**src/rtl/seq_gen_pkg.sv**
```systemverilog
// Shared types and helpers for the serial pattern generator controller.
// Holds the FSM state encoding, default sizing and the length clamp.
package seq_gen_pkg;

  typedef enum logic [1:0] {
    S_IDLE,
    S_RUN,
    S_DONE
  } state_t;

  localparam int DEF_MAX_LEN = 16;
  localparam int DEF_REP_W   = 8;

  // Zero or oversize lengths both mean "use the full pattern register".
  function automatic int clamp_len(input int len, input int max_len);
    return ((len == 0) || (len > max_len)) ? max_len : len;
  endfunction

endpackage

```
**src/rtl/seq_bit_sel.sv**
```systemverilog
// Pattern holder and bit-index counter; next_bit is the bit due on the following cycle.
// Emission order: index 0 upward, or L-1 downward when SEQ_GEN_CTRL_MSB_FIRST_EN is defined.
module seq_bit_sel
  import seq_gen_pkg::*;
#(
  parameter int MAX_LEN = DEF_MAX_LEN,
  parameter int LEN_W   = $clog2(MAX_LEN + 1)
) (
  input  logic               clk,
  input  logic               rst,
  input  logic               load,
  input  logic               adv,
  input  logic [MAX_LEN-1:0] pattern_in,
  input  logic [LEN_W-1:0]   len_in,
  output logic               wrap,
  output logic               next_bit
);

  logic [MAX_LEN-1:0] pattern_q;
  logic [MAX_LEN-1:0] pat_sel;
  logic [LEN_W-1:0]   len_q;
  logic [LEN_W-1:0]   idx_q;
  logic [LEN_W-1:0]   idx_d;
  logic [LEN_W-1:0]   pos;

  assign wrap = (idx_q == len_q - LEN_W'(1));

  always_comb begin
    idx_d    = idx_q;
    pat_sel  = pattern_q;
    next_bit = 1'b0;
    if (load) begin
      idx_d   = '0;
      pat_sel = pattern_in;
    end else if (adv) begin
      idx_d = wrap ? '0 : idx_q + LEN_W'(1);
    end
`ifdef SEQ_GEN_CTRL_MSB_FIRST_EN
    pos = (load ? len_in : len_q) - LEN_W'(1) - idx_d;
`else
    pos = idx_d;
`endif
    for (int i = 0; i < MAX_LEN; i++) begin
      if (pos == LEN_W'(i)) next_bit = pat_sel[i];
    end
  end

  always_ff @(posedge clk) begin
    if (rst) begin
      pattern_q <= '0;
      len_q     <= '0;
      idx_q     <= '0;
    end else begin
      if (load) begin
        pattern_q <= pattern_in;
        len_q     <= len_in;
      end
      idx_q <= idx_d;
    end
  end

endmodule

```
**src/rtl/seq_gen_ctrl.sv**
```systemverilog
// Programmable serial pattern generator: L bits x R passes (R=0 runs until stop), one-cycle done.
// First bit one cycle after handshake; cfg_ready only in IDLE. SEQ_GEN_CTRL_MSB_FIRST_EN reverses order.
module seq_gen_ctrl
  import seq_gen_pkg::*;
#(
  parameter int MAX_LEN = DEF_MAX_LEN,
  parameter int LEN_W   = $clog2(MAX_LEN + 1),
  parameter int REP_W   = DEF_REP_W
) (
  input  logic               clk,
  input  logic               rst,
  input  logic               cfg_valid,
  output logic               cfg_ready,
  input  logic [MAX_LEN-1:0] cfg_pattern,
  input  logic [LEN_W-1:0]   cfg_len,
  input  logic [REP_W-1:0]   cfg_repeat,
  input  logic               stop,
  output logic               data,
  output logic               data_valid,
  output logic               busy,
  output logic               done
);

  state_t             state_q;
  state_t             state_d;
  logic               load;
  logic               adv;
  logic               wrap;
  logic               next_bit;
  logic               last_bit;
  logic [LEN_W-1:0]   len_eff;
  logic [REP_W-1:0]   rep_q;
  logic [REP_W-1:0]   pass_q;

  assign cfg_ready = (state_q == S_IDLE);
  assign len_eff   = LEN_W'(clamp_len(int'(cfg_len), MAX_LEN));
  // R=0 never matches, so continuous runs only end through stop.
  assign last_bit  = wrap && (rep_q != '0) && (pass_q == rep_q - REP_W'(1));

  seq_bit_sel #(
    .MAX_LEN (MAX_LEN),
    .LEN_W   (LEN_W)
  ) u_bit_sel (
    .clk        (clk),
    .rst        (rst),
    .load       (load),
    .adv        (adv),
    .pattern_in (cfg_pattern),
    .len_in     (len_eff),
    .wrap       (wrap),
    .next_bit   (next_bit)
  );

  always_comb begin
    state_d = state_q;
    load    = 1'b0;
    adv     = 1'b0;
    case (state_q)
      S_IDLE: begin
        if (cfg_valid) begin
          load    = 1'b1;
          state_d = S_RUN;
        end
      end
      S_RUN: begin
        if (stop || last_bit) state_d = S_DONE;
        else                  adv     = 1'b1;
      end
      S_DONE:  state_d = S_IDLE;
      default: state_d = S_IDLE;
    endcase
  end

  // Outputs are registered from the next state so they line up with the state they describe.
  always_ff @(posedge clk) begin
    if (rst) begin
      state_q    <= S_IDLE;
      rep_q      <= '0;
      pass_q     <= '0;
      data       <= 1'b0;
      data_valid <= 1'b0;
      busy       <= 1'b0;
      done       <= 1'b0;
    end else begin
      state_q    <= state_d;
      data_valid <= (state_d == S_RUN);
      data       <= (state_d == S_RUN) && next_bit;
      busy       <= (state_d != S_IDLE);
      done       <= (state_d == S_DONE);
      if (load) begin
        rep_q  <= cfg_repeat;
        pass_q <= '0;
      end else if (adv && wrap && (rep_q != '0)) begin
        pass_q <= pass_q + REP_W'(1);
      end
    end
  end

endmodule
```
**config.mk**
```make
export PLATFORM = sky130hd
export DESIGN_NAME = seq_gen_ctrl
export DESIGN_NICKNAME = d
export VERILOG_FILES = /design/src/rtl/seq_gen_pkg.sv /design/src/rtl/seq_bit_sel.sv /design/src/rtl/seq_gen_ctrl.sv
export SDC_FILE = /design/constraint.sdc
export NUM_CORES = 1
export LEC_CHECK = 0
export ABC_AREA = 1
export BUFFER_PORTS_ARGS = -buffer_cell sky130_fd_sc_hd__buf_4
export CORE_MARGIN = 2
export CORE_UTILIZATION = 49
export DETAILED_ROUTE_END_ITERATION = 6
export PLACE_DENSITY_LB_ADDON = 0.05
export SYNTH_ARGS = -nofsm -noshare
export SYNTH_HDL_FRONTEND = slang
export SYNTH_SLANG_ARGS = --single-unit
```
**constraint.sdc**
```tcl
create_clock -name clk -period 5 [get_ports clk]
set_clock_uncertainty 0.15 [all_clocks]
set_input_delay 0.25 -clock clk [delete_from_list [all_inputs] [get_ports clk]]
set_output_delay 0.25 -clock clk [all_outputs]
set_load 0.005 [all_outputs]
```
After elaboration in Yosys (flattened, before gate mapping)
Index checks and enable logic that the tools add are counted.
W data, S select, Z words.
- magnitude comparators: 1
- add/subtract/negate cells: 4
- equal/unequal tests: 20
- mux-type cells: 28
- reductions and logical operators: 13
- operators by type and width (cell ; count):
    $eq A5 B4 Y1 const B ; 8
    $eq A5 B3 Y1 const B ; 4
    $mux W1 ; 20
    $mux W5 ; 4
    $mux W16 ; 1
    $eq A5 B2 Y1 const B ; 2
    $logic_not A5 Y1 ; 2
    $add A8 B1 Y8 const B ; 1
    $eq A8 B8 Y1 ; 1
    $reduce_bool A8 Y1 ; 1
    $sub A8 B1 Y8 const B ; 1
    $add A5 B1 Y5 const B ; 1
    $eq A5 B1 Y1 const B ; 1
    $eq A5 B5 Y1 ; 1
    $gt A5 B5 Y1 const B ; 1
    $logic_and A1 B1 Y1 ; 5
    $sub A5 B1 Y5 const B ; 1
    $eq A2 B1 Y1 const B ; 2
    $mux W2 ; 2
    $pmux W2 S2 ; 1
    $eq A2 B2 Y1 const B ; 1
    $logic_not A2 Y1 ; 1
    $logic_or A1 B1 Y1 ; 2
    $reduce_bool A2 Y1 ; 1
    $reduce_or A2 Y1 ; 1
- input port bits: 33
- output and inout port bits: 5
- logic and storage cells: 76
- bits in registers: 48

Logic depth before layout (Yosys ltp)
Gate-level depths: netlist of run 1.
- depth after elaboration: 27
- gate-level depth with buffers: 32
- mapped depth without buffers: 32

By module
A second synthesis of run 1 with hierarchy kept.
- cell total of the unflattened synthesis: 419
- area total of the unflattened synthesis: 2855.2 um^2
- modules (own cells, without submodules) (module ; sequential area each (um^2) ; cells each ; instances ; area each (um^2)):
    seq_bit_sel ; 520.5 ; 211 ; 1 ; 1476.4
    seq_gen_ctrl ; 440.4 ; 208 ; 1 ; 1378.8

Worst setup path before layout of run 1
OpenSTA, ideal clock, no wires.
- kind: register to register
- from: register rep_q[0]
- to: register data
- cell stages (with the launch flop): 28
- arrival: 2559 ps
- setup time: 66 ps
- path buffers: 0
- path slack: 2225 ps
- period minus slack after synthesis: 2775 ps
- data required time: 4784 ps
- cells stage by stage: dfxtp_1 > inv_1 > ha_1 > inv_2 > nor2_2 > nand3_2 > or2_1 > nand2_1 > nor2_2 > nand3_4 > nand3_4 > inv_4 > nand4_2 > xor2_2 > inv_1 > nor2_1 > nand2_1 > nand2_1 > nand2_1 > nand2_1 > nand2_1 > nand2_1 > nand2_1 > nand2_1 > nand2_1 > nand2_1 > nand2_1 > a21oi_2
- word-level cells in the longest chain between the ends: 26
- elaborated cells between the ends (all ways): 46
- those cells by class: 1 x add/sub; 17 x eq/ne; 22 x mux; 6 x reduce/logical
- RTL lines (item ; line ; text):
    start: declaration ; seq_gen_ctrl.sv:32 ; logic [REP_W-1:0] rep_q;
    start signal: assignment ; seq_gen_ctrl.sv:91 ; rep_q <= cfg_repeat;
    $sub A8 B1 Y8 / $reduce_bool A8 Y1 (equally long branches) ; seq_gen_ctrl.sv:38 ; assign last_bit = wrap && (rep_q != '0) && (pass_q == rep_q - REP_W'(1));
    $eq A8 B8 Y1 / $logic_and A1 B1 Y1 (equally long branches) ; seq_gen_ctrl.sv:38 ;
    $logic_and A1 B1 Y1 * ; seq_gen_ctrl.sv:38 ;
    $logic_or A1 B1 Y1 * ; seq_gen_ctrl.sv:66 ; if (stop || last_bit) state_d = S_DONE;
    $mux W1 ; seq_gen_ctrl.sv:66 ;
    $mux W1 ; seq_gen_ctrl.sv:58 ; case (state_q)
    $mux W5 ; seq_bit_sel.sv:35 ; end else if (adv) begin
    $mux W5 ; seq_bit_sel.sv:32 ; if (load) begin
    $logic_not A5 Y1 ; seq_bit_sel.sv:44 ; if (pos == LEN_W'(i)) next_bit = pat_sel[i];
    $mux W1 (16 in a row) ; seq_bit_sel.sv:44 ;
    $logic_and A1 B1 Y1 * ; seq_gen_ctrl.sv:87 ; data <= (state_d == S_RUN) && next_bit;
    end signal: assignment ; seq_gen_ctrl.sv:87 ;
    end: declaration ; seq_gen_ctrl.sv:18 ; output logic data,
Every way passes the cells marked *; elsewhere a longest branch is shown, timed or not.
A chain may end at the register's enable or synchronous reset.

Worst setup path in the final report of run 1
Same ends and word-level chain as after synthesis.

==> flow_results.org, run 1 <==
** Run status
- The flow ran to the end, and the final reports show no timing, DRC or antenna violations.

** Worst setup path
- Crit start category :: flop
- Startpoint-to-endpoint class of the critical path :: reg2reg
- Required time worst endpoint :: 5.09 ns
- Tracing the worst setup path back leads to its startpoint at rep_q[0].
- Depth of the worst register-to-register path :: 27
- For this run, the slowest stage of the critical path takes 0.37 ns.
- Number of buffers and inverters on the critical path :: 4
- Crit path capture type :: flop
- The slowest stage of the critical path belongs to the cell sky130_fd_sc_hd__xor2_2.
- The endpoint identified for the worst register-to-register timing path is data.
- Worst Path Arrival :: 3.32 ns
- Worst setup slack for register-to-register paths :: 1.77 ns
- Worst flop-to-flop path startpoint :: rep_q[0]
- Among cell families on the critical path, the largest total delay comes from simple AND/OR/NAND/NOR gates.
- Largest fanout of any net on the critical path :: 5
- Dominant cell type by count on the critical path :: sky130_fd_sc_hd__nand2_1

** Final layout
- The layout has 536 filler cells.
- Total area of sequential cells :: 961 um^2
- Net count, final :: 467
- Share of post-route cells with drive strength above 1 :: 0.214
- In the final layout, the multi-input gates occupy 1530 um^2.
- From synthesis to final layout, the design area changed by 15.6%.
- The number of antenna diodes in the final layout is 0.
- Excluding fillers, the count of instances in the completed layout stands at 502.

** Synth
- Warnings from Yosys :: 0
- Counting every instance in the synthesized netlist gives 392.
- When the netlist entered floorplanning its net count stood at 430.
- Simple-gate portion of the synthesized area :: 0.374
- For this run, asynchronously set or reset flops after synthesis account for 0.
- Of the total synthesized cell area, the portion taken by full adders, half adders and majority gates is 0.0228.
- For this run, the register share of the synthesized area comes to 0.351.
- Most used flip-flop cell after synthesis :: sky130_fd_sc_hd__dfxtp_1
- The synthesized design contains 0 enable-type register cells.
- Of the total synthesized cell area, the portion taken by XOR and XNOR cells is 0.0351.
- In this run, synthesis produced a sequential element count of 48.
- Fraction of the mapped netlist area in compound gates :: 0.0753
- Averaged over all synthesized cells, the footprint is 6.99 um^2.
- After synthesis, the netlist uses 40 different library cells.
- Proportion of synthesized area in mux cells :: 0.0511
- In this run the cell area of the synthesized design comes to 2740 um^2.
- Combinational family with the most area after synthesis :: simple AND/OR/NAND/NOR gates

** Power and ir drop
- Dividing total power by cell area gives a power density of 255 nW/um^2.
- Leakage power :: 1.52 nW
- VDD sags by at most 136 uV.

** Min path
- Along the worst hold path, the cell count comes to 3.
- Hold path startpoint :: cfg_pattern[1]
- Hold Crit Class :: in2reg
- Worst hold path endpoint :: u_bit_sel.pattern_q[1]

** Placed design
- After legalization and detailed placement, the total HPWL measured 4410 um.
- Port bufs :: 37
- In this run, placement finished with an instance count of 494.
- Routability cong. :: 0.906

** Flow run
- Reported max-cap violation count :: 0

** CTS
- TritonCTS clock tree :: done
- CTS Buffer Depth :: 2
- Hold repair after CTS inserted 0 buffers.
- Cells resized by post-CTS repair :: 0
- Counting every sink on the clock net gives 48.
- CTS placed an instance of sky130_fd_sc_hd__clkbuf_8 at the clock tree root.
- In this run, CTS created clock tree buffers numbering 5.
- The H-tree was split into 2 levels.
- At the later pin of the worst-skew pair, clock insertion delay measures 0.30 ns.
- Buffer count from post-CTS setup fixing :: 0
- Clock-pin slew was measured on the worst setup and hold paths at 0.09 ns.

** Timing
- Final Hold Vio Count :: 0
- Setup violations remaining at the end of the flow were counted as 0.
- In this run the tightest slew margin relative to its limit is 0.689.
- The number of max-slew violations in the final report was 0.
- Total negative slack :: 0 ns
- For the finished layout, the period the worst path requires is 3.23 ns.
- RSZ-0062 raised after global routing :: false
- Derived from the worst setup path, the maximum achievable clock frequency is 0.310 GHz.
- In the finished design, the share of the clock period the worst path needs comes to 0.645.
- At the pin with the least slew margin, the transition time is 0.467 ns.

** Floorplan
- Area inside the core boundary :: 5440 um^2
- Initial standard-cell utilization of the core :: 0.504
- # IOs :: 38
- The die covers 6210 um^2.
- Die height :: 78.8 um
- # rows :: 27
- Die width :: 78.8 um

** Detailed routing
- After the first detailed-routing iteration, the DRC count stood at 71.
- Mean routed wirelength per cell :: 11.5 um
- The detail route stage leaves a number of antenna-violating nets equal to 0.
- Using the TritonRoute via totals, the vias-per-cell ratio works out to 4.83.
- Residual DRC :: 0
- Total detailed-routing wirelength :: 5760 um
- Across all layers, the routed design uses 2424 vias.
- For this run, the detailed router's first-pass iteration total came to 6.

** Global routing
- Entering global routing, the biggest net connects 38 pins.
- The initial antenna violation count was 0.
- The first global-routing pass estimated 10300 um of wire.
- Number of global-route vias before repair :: 2397
- Total routing resource utilization after global routing :: 0.208
- After global routing the overflow that remains totals 0.
## synth_stat cells (5+ instances only)
library cell,n,area [um^2]
sky130_fd_sc_hd__a21oi_1,15,75.1
sky130_fd_sc_hd__clkbuf_1,5,18.8
sky130_fd_sc_hd__dfxtp_1,48,961
sky130_fd_sc_hd__ha_1,5,62.6
sky130_fd_sc_hd__inv_1,40,150
sky130_fd_sc_hd__inv_2,12,45.0
sky130_fd_sc_hd__mux2i_1,14,140
sky130_fd_sc_hd__nand2_1,86,323
sky130_fd_sc_hd__nand2_2,8,50.1
sky130_fd_sc_hd__nand3_1,20,100
sky130_fd_sc_hd__nor2_1,57,214
sky130_fd_sc_hd__nor2_2,8,50.1
sky130_fd_sc_hd__nor3_1,9,45.0
sky130_fd_sc_hd__o21ai_0,13,65.1
## through the flow
step	power (mW)	worst slack (ns)	hold WS (ns)	cell area [um^2]	util
2_1_floorplan	0.542	2.22	0.255	2740	-
3_3_place_gp	0.589	1.84	0.323	3080	0.567
3_5_place_dp	0.591	1.83	0.325	3080	0.567
4_1_cts	0.819	1.78	0.0404	3170	0.583
5_1_grt	0.858	1.34	0.0569	3170	0.583
6_report	0.808	1.77	0.0426	3170	0.583
## how the worst max path moves through the flow
stage          slack [ns]   end  cells after the start
2_1_floorplan        2.22  data                     27
3_3_place_gp         1.84  data                     27
3_5_place_dp         1.83  data                     27
4_1_cts              1.78  data                     27
5_1_grt              1.34  data                     27
6_report             1.77  data                     27
## registers in the layout (all words and copies together) (netlist names)
name,cells
pass_q,8
rep_q,8
u_bit_sel.pattern_q,16
u_bit_sel.len_q,5
busy,1
u_bit_sel.idx_q,5
data,1
state_q,2
data_valid,1
done,1
## final cells by class
type                    count  share of cell area
flip-flops and latches     48               0.303
inverters                  57              0.0683
clock buffers               7              0.0241
well taps                  72              0.0284
clock inverters             1             0.00276
repair buffers             38              0.0900
multi-input cells         279               0.483
## cells by family (layout without fill, tap and decap cells)
group | after synthesis | in the layout
multiplexers | 14 | 14
buffers and inverters | 65 | 103
flip-flops | 48 | 48
AO/OA/AOI/OAI | 38 | 38
adder cells (fa/ha/maj) | 5 | 5
AND/OR/NAND/NOR | 214 | 214
XOR/XNOR | 8 | 8
## routing by layer
layer,vias to the layer above,track usage,share of wire
met2,30,0.384,0.51
met3,11,0.0375,0.025
met1,1072,0.241,0.45
li1,1311,-,-
met4,0,0.0719,0.019
met5,-,0,0
## cell usage in the layout, fill, tap and decap left out, types with 3 or more instances in the layout
cell type                   n
sky130_fd_sc_hd__nand2_1   86
sky130_fd_sc_hd__inv_2     12
sky130_fd_sc_hd__nand2_2    8
sky130_fd_sc_hd__dfxtp_1   48
sky130_fd_sc_hd__nand3_1   20
sky130_fd_sc_hd__nand4_1    4
sky130_fd_sc_hd__ha_1       5
sky130_fd_sc_hd__nor2_2     8
sky130_fd_sc_hd__nor2_1    57
sky130_fd_sc_hd__nor3_2     3
sky130_fd_sc_hd__inv_1     40
sky130_fd_sc_hd__clkinv_1   4
sky130_fd_sc_hd__nand3b_1   3
sky130_fd_sc_hd__mux2i_1   14
sky130_fd_sc_hd__o22ai_1    4
sky130_fd_sc_hd__o21ai_0   13
sky130_fd_sc_hd__xnor2_1    4
sky130_fd_sc_hd__nor3_1     9
sky130_fd_sc_hd__clkbuf_8   5
sky130_fd_sc_hd__buf_4     38
sky130_fd_sc_hd__nor2_4     4
sky130_fd_sc_hd__a21oi_1   15
## power breakdown
part	internal [mW]	switching (mW)	total (mW)	leakage, nW
Sequential	0.402	0.0120	0.414	0.393
Combinational	0.0696	0.0962	0.166	1.08
Clock	0.100	0.128	0.228	0.0424
Total	0.572	0.236	0.808	1.52
## worst register-to-register path, stage by stage (launching register included)
cell and delay (ns):
sky130_fd_sc_hd__dfxtp_1 0.34, sky130_fd_sc_hd__inv_1 0.14, sky130_fd_sc_hd__ha_1 0.22, sky130_fd_sc_hd__inv_2 0.05
sky130_fd_sc_hd__nor2_2 0.13, sky130_fd_sc_hd__nand3_2 0.10, sky130_fd_sc_hd__or2_1 0.24, sky130_fd_sc_hd__nand2_1 0.09
sky130_fd_sc_hd__nor2_2 0.06, sky130_fd_sc_hd__nand3_4 0.10, sky130_fd_sc_hd__nand3_4 0.11, sky130_fd_sc_hd__inv_4 0.11
sky130_fd_sc_hd__nand4_2 0.10, sky130_fd_sc_hd__xor2_2 0.37, sky130_fd_sc_hd__inv_1 0.09, sky130_fd_sc_hd__nor2_1 0.09
sky130_fd_sc_hd__nand2_1 0.07, sky130_fd_sc_hd__nand2_1 0.06, sky130_fd_sc_hd__nand2_1 0.05, sky130_fd_sc_hd__nand2_1 0.05
sky130_fd_sc_hd__nand2_1 0.05, sky130_fd_sc_hd__nand2_1 0.05, sky130_fd_sc_hd__nand2_1 0.05, sky130_fd_sc_hd__nand2_1 0.06
sky130_fd_sc_hd__nand2_1 0.04, sky130_fd_sc_hd__nand2_1 0.05, sky130_fd_sc_hd__nand2_1 0.06, sky130_fd_sc_hd__a21oi_2 0.10
No activity file was read; power rests on OpenSTA's default activity.
==> run 2, diff against run 1 <==
Clock period 5 ns to 3.2 ns, I/O delays scaled along.
==> flow_results.org, run 2 (synthesized netlist as in run 1, its figures left out) <==
** Final layout
- The top cell types in the final layout, fill and taps aside, are 85 x sky130_fd_sc_hd__nand2_1, 56 x sky130_fd_sc_hd__nor2_1, 47 x sky130_fd_sc_hd__buf_4.
- Ranked by flip-flop count, first place goes to u_bit_sel.pattern_q.
- Filler cell count in the final layout :: 474
- Flip-flop count of the largest register, all copies and words added :: 16
- Synthesis-to-layout area growth :: 29.6%
- After the flow finishes, the layout carries non-filler instances totaling 535.
- The number of antenna diodes in the final layout is 0.
- Leaving out fill and tap cells, the most frequent cell in the layout is sky130_fd_sc_hd__nand2_1.
- Share of post-route cells with drive strength above 1 :: 0.244
- Largest registers in the final layout :: u_bit_sel.pattern_q x16, pass_q x8, rep_q x8
- In the final design database the tool counted 501 nets.

** CTS
- The clock tree synthesis step divided the H-tree into 2 levels.
- TritonCTS clock tree :: done
- The later pin in the worst-skew pair is clocked with a latency of 0.30 ns.
- Counting along the longest clock path gives a buffer depth of 2.
- Library cell used as clock root buffer :: sky130_fd_sc_hd__clkbuf_8
- Clock sinks :: 48
- Counting the buffers created by CTS gives 5.
- Clk pin slew, worst setup/hold paths :: 0.08 ns

** Worst setup path
- Worst Path Arrival :: 3.05 ns
- STA puts the critical path data required time at 3.29 ns.
- Crit path capture type :: flop
- Startpoint-to-endpoint class of the critical path :: reg2reg
- STA classifies the critical path startpoint as a flop.
- Among all stages on the critical path, the largest delay is contributed by sky130_fd_sc_hd__dfxtp_2.
- Dominant cell type by count on the critical path :: sky130_fd_sc_hd__nand2_1
- Largest fanout of any net on the critical path :: 5
- Longest individual stage delay on the worst path :: 0.34 ns

** Detailed routing
- Via density per instance :: 4.82
- The detail route stage leaves a number of antenna-violating nets equal to 0.
- Mean routed wirelength per cell :: 11.5 um
- Summing over every cut layer, the via total after detailed routing is 2580.
- For this block, the initial DRC count from the detailed router was 70.
- In the routed design, unresolved DRC markers number 0.
- The final layout contains routed wiring with a total length of 6150 um.
- Length of the first detailed-routing pass in iterations :: 4

** Placed design
- Routability cong. :: 0.886
- Number of placed cells counting well taps :: 495
- The count of buffers added on input and output ports is 37.
- HPWL reported at the end of detailed placement :: 4280 um
- Pre-CTS setup slack :: 0.0667 ns

** Global routing
- Entering global routing, the biggest net connects 39 pins.
- The initial antenna violation count was 0.
- The first global-routing pass estimated 10300 um of wire.
- Across every metal layer, demand over resource in global routing totals 0.208.
- Sum of overflow across all layers after global routing :: 0
- The number of global-route vias before repair is 2358.

** Timing
- Setup slack after layout :: 0.242 ns
- Total count of max-transition violations in the final report :: 0
- Final Hold Vio Count :: 0
- Part of the cycle the worst path needs :: 0.924
- Subtracting the final worst setup slack from the clock period gives 2.96 ns.
- The worst pin sits at a relative slew slack of 0.762.
- Based on the critical path, the design can be clocked at up to 0.338 GHz.
- Final hold analysis gives a worst-case slack of 0.000536 ns.
- For the pin with the worst max-slew slack, the measured transition is 0.356 ns.
- Number of setup violations in the final report :: 0

** Floorplan
- Initial standard-cell utilization of the core :: 0.504
- The core region is 5440 um^2.
- The floorplan has 27 rows.
- The die covers 6210 um^2.
- # IOs :: 38
- Die height :: 78.8 um
- Die width :: 78.8 um

** Power and ir drop
- In this run the power density over the cells is 368 nW/um^2.
- In this run the static leakage power is 1.67 nW.
- IR analysis of the VDD net gives a maximum drop of 249 uV.

** Flow run
- Reported max-cap violation count :: 0

** Min path
- The path class of the tightest hold or removal check is in2reg.

** Run status
- Outcome :: finished, final reports clean
## run 2: changes by cell type in the layout (fill, tap and decap cells not counted), moves of 3 or more
cell,delta
sky130_fd_sc_hd__inv_1,-3
sky130_fd_sc_hd__buf_4,+9
sky130_fd_sc_hd__dlygate4sd3_1,+24
sky130_fd_sc_hd__dfxtp_1,-3
## run 2: metal layers
layer	wire, um	GRT usage
met1	2670	0.235
met2	3220	0.395
met3	175	0.0352
met4	89	0.0649
met5	0	0
## run 2: repair_timing
| item | in CTS | in global routing |
|---|---|---|
| setup endpoints to repair | 0 | 3 |
| setup buffers | 0 | 9 |
| hold endpoints to repair | 24 | 0 |
| resized for setup | 0 | 18 |
| hold buffers | 24 | 0 |
## run 2: area by class of cell
| type | instances | area, um^2 | share of cell area |
|---|---|---|---|
| Clock inverter | 2 | 12.5 | 0.00352 |
| Tap cell | 72 | 90.1 | 0.0254 |
| Timing Repair Buffer | 72 | 613 | 0.173 |
| Sequential cell | 48 | 967 | 0.272 |
| Multi-Input combinational cell | 279 | 1580 | 0.445 |
| Clock buffer | 5 | 68.8 | 0.0194 |
| Inverter | 57 | 219 | 0.0616 |
## run 2: where the power goes
part / switching [mW] / internal, mW
sequential: 0.0195 / 0.629
clock: 0.199 / 0.148
combinational: 0.164 / 0.146
## run 2: path summary, 6_finish.rpt
kind / startpoint / to / slack (ns) / depth (start not counted)
max: u_bit_sel.len_q[0] / data / 0.24 / 28
min: cfg_repeat[2] / rep_q[2] / 0.0005 / 3
max reg2reg: u_bit_sel.len_q[0] / data / 0.24 / 28
min reg2reg: u_bit_sel.pattern_q[1] / u_bit_sel.pattern_q[1] / 0.34 / 2
## run 2: stage by stage
step / instance area [um^2] / util / total power [mW] / TNS, ns
floorplan: 2740 / - / 0.847 / 0
global placement: 3100 / 0.571 / 0.925 / 0
detailed placement: 3100 / 0.571 / 0.927 / 0
CTS: 3430 / 0.630 / 1.29 / 0
global route: 3550 / 0.653 / 1.38 / -0.0152
finish: 3550 / 0.653 / 1.31 / 0
## run 2: worst max-delay path, delay by kind of cell, from the launching register on
kind / cells / cell delay, ns
and+or+nand+nor: 18 / 1.56
AOI/OAI and AO/OA: 2 / 0.18
buffers and inverters: 7 / 0.40
adders and majority gates: 1 / 0.28
DFF: 1 / 0.34
==> run 3, diff against run 2 <==
--- a/config.mk
+++ b/config.mk
@@ -6,6 +6,6 @@
 export NUM_CORES = 1
 export LEC_CHECK = 0
-export ABC_AREA = 1
 export BUFFER_PORTS_ARGS = -buffer_cell sky130_fd_sc_hd__buf_4
+export CORE_ASPECT_RATIO = 2
 export CORE_MARGIN = 2
 export CORE_UTILIZATION = 49
==> constraint.sdc (replaced) <==
create_clock -name clk -period 3.2 [get_ports clk]
set_clock_uncertainty 0.15 [all_clocks]
set_input_delay 0.16 -clock clk [delete_from_list [all_inputs] [get_ports clk]]
set_output_delay 0.16 -clock clk [all_outputs]
set_load 0.01 [all_outputs]
==> flow_results.org, run 3 <==
** Floorplan
- # rows :: 39
- Area inside the core boundary :: 5710 um^2
- Pin placement for this block handled 38 I/O pins.
- The die is 58.4 um wide.
- The die covers 6600 um^2.
- Initial standard-cell utilization of the core :: 0.509
- Die height :: 113 um

** Final layout
- Area used by multi-input combinational logic :: 1900 um^2
- Fill cells in the final layout number 505.
- More flip-flops sit in one register than any other, and that register is u_bit_sel.pattern_q.
- Final Cell Area :: 3880 um^2
- Largest registers in the final layout :: u_bit_sel.pattern_q x16, pass_q x8, rep_q x8
- The repair_antennas step left the layout with diodes totalling 0.
- At the end of the flow the core is filled with cells to 0.680.
- The register with the most flip-flops in the layout has 16 of them.
- Synthesis-to-layout area growth :: 33.8%
- Share of post-route cells with drive strength above 1 :: 0.253
- Most common cell after layout, fill and taps aside :: sky130_fd_sc_hd__buf_4
- For this run, the post-layout net count is 479.
- Registers take 966 um^2.
- Commonest non-fill, non-tap cells in the layout :: 68 x sky130_fd_sc_hd__buf_4, 60 x sky130_fd_sc_hd__nand2_1, 46 x sky130_fd_sc_hd__dfxtp_1
- Excluding fillers, the count of instances in the completed layout stands at 503.

** Worst setup path
- Startpoint-to-endpoint class of the critical path :: reg2reg
- Largest fanout of any net on the critical path :: 5
- Crit path capture type :: flop
- The number of buffers and inverters on the critical path is 4.
- Required time worst endpoint :: 3.28 ns
- The cell that appears most often on the critical path is sky130_fd_sc_hd__buf_4.
- Delay-heaviest family, CP :: compound AO/OA/AOI/OAI gates
- The worst setup path is launched from a flop.
- Worst Path Arrival :: 3.25 ns
- Longest individual stage delay on the worst path :: 0.41 ns
- The critical path goes through inv_1 -> ha_4 -> nor4b_4 -> buf_4 -> buf_4 -> nand2_1 -> o21ai_4 -> a211oi_4 -> buf_4 -> or3_4 -> a2111oi_1 -> a311oi_1 -> a211oi_2 -> o211ai_1 -> nand2_1.
- The slowest stage of the critical path is the sky130_fd_sc_hd__a2111oi_1 cell.

** Synth
- Share of synthesized cell area in full adder, half adder and majority cells :: 0.0215
- Simple-gate portion of the synthesized area :: 0.269
- Number of enable-type register cells in the synthesized netlist :: 0
- Largest area contributor in the netlist :: sky130_fd_sc_hd__dfxtp_1
- Largest cells by area after synthesis :: sky130_fd_sc_hd__dfxtp_1 33%, sky130_fd_sc_hd__nand2_1 7.9%, sky130_fd_sc_hd__a21oi_1 6.2%, sky130_fd_sc_hd__xnor2_1 4.5%, sky130_fd_sc_hd__nor2_1 4.0%
- The portion of synthesized area spent on multiplexers is 0.0207.
- Counting every instance in the synthesized netlist gives 364.
- Fraction of the mapped netlist area in compound gates :: 0.244
- By area, the combinational part of the netlist is dominated by simple AND/OR/NAND/NOR gates.
- For this run, the number of Yosys warnings is 0.
- Proportion of netlist area held by the largest area contributor :: 0.331
- After synthesis the cells add up to 2900 um^2.
- Post-Synthesis Net Count :: 402
- Of the total synthesized cell area, the portion taken by XOR and XNOR cells is 0.0664.
- Most used flip-flop cell after synthesis :: sky130_fd_sc_hd__dfxtp_1
- Number of distinct library cell variants in the gate-level netlist after synthesis :: 73
- Most numerous cell in the Yosys netlist :: sky130_fd_sc_hd__nand2_1
- After synthesis, the share of flip-flops with an asynchronous set or reset is 0.
- For this run, the register share of the synthesized area comes to 0.331.
- Dividing the synthesized area by the synthesized cell count gives 7.98 um^2.
- Leading cell types by count after synthesis :: 61 x sky130_fd_sc_hd__nand2_1, 48 x sky130_fd_sc_hd__dfxtp_1, 36 x sky130_fd_sc_hd__a21oi_1
- Number of storage elements in the synthesis netlist :: 48

** Timing
- Tightest Pin Transition :: 0.486 ns
- Adding up every negative setup slack in the final design gives 0 ns.
- Min cycle time layout :: 3.17 ns
- Derived from the worst setup path, the maximum achievable clock frequency is 0.315 GHz.
- Setup violations remaining at the end of the flow were counted as 0.
- The worst pin sits at a relative slew slack of 0.673.
- The number of endpoints with negative hold slack in the final report is 0.
- The number of max-slew violations in the final report was 0.
- RSZ-0062 raised after global routing :: true
- Part of the cycle the worst path needs :: 0.991

** Detailed routing
- Length of the first detailed-routing pass in iterations :: 4
- Dividing the detail-routed via count by the number of cells gives 5.88.
- Residual DRC :: 0
- In the final routed layout, each cell accounts on average for 17.1 um.
- Remaining antenna violation count :: 0
- Across all layers, the routed design uses 2960 vias.
- Violation count after the first detailed-routing iteration :: 141
- Total detailed-routing wirelength :: 8610 um

** Global routing
- The first global-routing pass estimated 13800 um of wire.
- Number of global-route vias before repair :: 2996
- For this run the aggregate overflow at the end of global routing stands at 0.
- Initial antenna violation count :: 0
- Total routing resource utilization after global routing :: 0.272
- Entering global routing, the biggest net connects 38 pins.

** Power and ir drop
- Cell internal power was estimated by the tool at 1.09 mW.
- Peak VDD IR :: 490 uV
- In this run the power density over the cells is 383 nW/um^2.
- Reported net switching power :: 0.394 mW
- The share of total power dissipated in combinational logic is 0.215.
- The share of total power dissipated in sequential elements is 0.436.
- After layout, the design draws a total of 1.49 mW.
- Switch share :: 0.264
- Leakage power :: 1.52 nW
- Of the total power, the clock network draws 0.349.

** CTS
- TritonCTS built the clock tree.
- The tree is rooted in a sky130_fd_sc_hd__clkbuf_16.
- Clock latency on the worst-skew pair :: 0.29 ns
- Clock sinks :: 48
- CTS Buffer Depth :: 2
- Number of CTS-inserted buffers :: 5
- Clk pin slew, worst setup/hold paths :: 0.06 ns
- The H-tree was split into 2 levels.

** Placed design
- HPWL reported at the end of detailed placement :: 6190 um
- Port bufs :: 37
- After detailed placement, the total cell area comes to 3330 um^2.
- Routability cong. :: 0.988
- The number of placed instances, taps included, is 462.

** Flow run
- The tool flagged a number of max-cap violations equal to 0.

** Run status
- The flow ran to the end, and the final reports show no timing, DRC or antenna violations.

** Min path
- The min-delay analysis places its worst path in the category in2reg.
[run 3: cell count changes after synthesis, sizes merged, moves of 6 or more]
cell    delta
clkbuf    +10
nand2     -34
xnor2     +11
a21oi     +21
nor2      -35
inv       -42
a211oi     +6
nand3     -15
mux2i      -8
[run 3: cell type report]
class | count | share of cell area
Sequential cell | 48 | 0.249
Inverter | 11 | 0.0106
Timing Repair Buffer | 92 | 0.194
Clock buffer | 8 | 0.0377
Tap cell | 61 | 0.0196
Multi-Input combinational cell | 283 | 0.490
[run 3: per-layer routing]
| metal | wire [um] | vias to the layer above | global-route usage | share of wire |
|---|---|---|---|---|
| li1 | - | 1447 | - | - |
| met1 | 2860 | 1392 | 0.254 | 0.33 |
| met2 | 4990 | 84 | 0.532 | 0.58 |
| met3 | 285 | 37 | 0.0434 | 0.033 |
| met4 | 469 | 0 | 0.136 | 0.055 |
| met5 | 0 | - | 0 | 0 |
[run 3: timing repair]
| item | in CTS | in global routing |
|---|---|---|
| buffers inserted | 3 | 7 |
| hold buffers | 22 | 1 |
| resized for setup | 0 | 23 |
| pin swaps | 0 | 10 |
| gates cloned | 0 | 0 |
| endpoints found under the hold margin | 22 | 1 |
| endpoints found under the setup margin | 2 | 3 |
[run 3: cell families after synthesis]
logic type	after synthesis
AND/OR/NAND/NOR	153
AO/OA/AOI/OAI	97
flip-flops	48
buffers and inverters	33
XOR/XNOR	22
multiplexers	6
adder cells (fa/ha/maj)	5
[run 3: per-stage QoR]
step	hold WS, ns	setup slack (ns)
finish	0.0114	0.0298
floorplan	0.146	0.204
CTS	0.0104	0.0275
global route	0.0245	-0.0969
detailed placement	0.269	-0.00232
global placement	0.257	0.0662
[run 3: final timing paths]
path / start / to / slack (ns) / cells past startpoint
min reg2reg: u_bit_sel.pattern_q[8] / u_bit_sel.pattern_q[8] / 0.30 / 2
max: rep_q[0] / data / 0.03 / 15
min: cfg_len[2] / u_bit_sel.len_q[2] / 0.01 / 3
max reg2reg: rep_q[0] / data / 0.03 / 15
[run 3: worst reg2reg max path, cell delays in order (launching register included)]
cell,delay [ns]
sky130_fd_sc_hd__dfxtp_4,0.36
sky130_fd_sc_hd__inv_1,0.08
sky130_fd_sc_hd__ha_4,0.15
sky130_fd_sc_hd__nor4b_4,0.27
sky130_fd_sc_hd__buf_4,0.17
sky130_fd_sc_hd__buf_4,0.10
sky130_fd_sc_hd__nand2_1,0.09
sky130_fd_sc_hd__o21ai_4,0.24
sky130_fd_sc_hd__a211oi_4,0.07
sky130_fd_sc_hd__buf_4,0.17
sky130_fd_sc_hd__or3_4,0.36
sky130_fd_sc_hd__a2111oi_1,0.41
sky130_fd_sc_hd__a311oi_1,0.11
sky130_fd_sc_hd__a211oi_2,0.22
sky130_fd_sc_hd__o211ai_1,0.11
sky130_fd_sc_hd__nand2_1,0.06
[run 3: power groups by stage]
| stage | clock [mW] | combinational (mW) | sequential [mW] |
|---|---|---|---|
| floorplan | 0 | 0.173 | 0.658 |
| global route | 0.556 | 0.348 | 0.653 |
| finish | 0.519 | 0.321 | 0.649 |
| CTS | 0.530 | 0.296 | 0.649 |
| global placement | 0 | 0.261 | 0.662 |
| detailed placement | 0 | 0.265 | 0.662 |
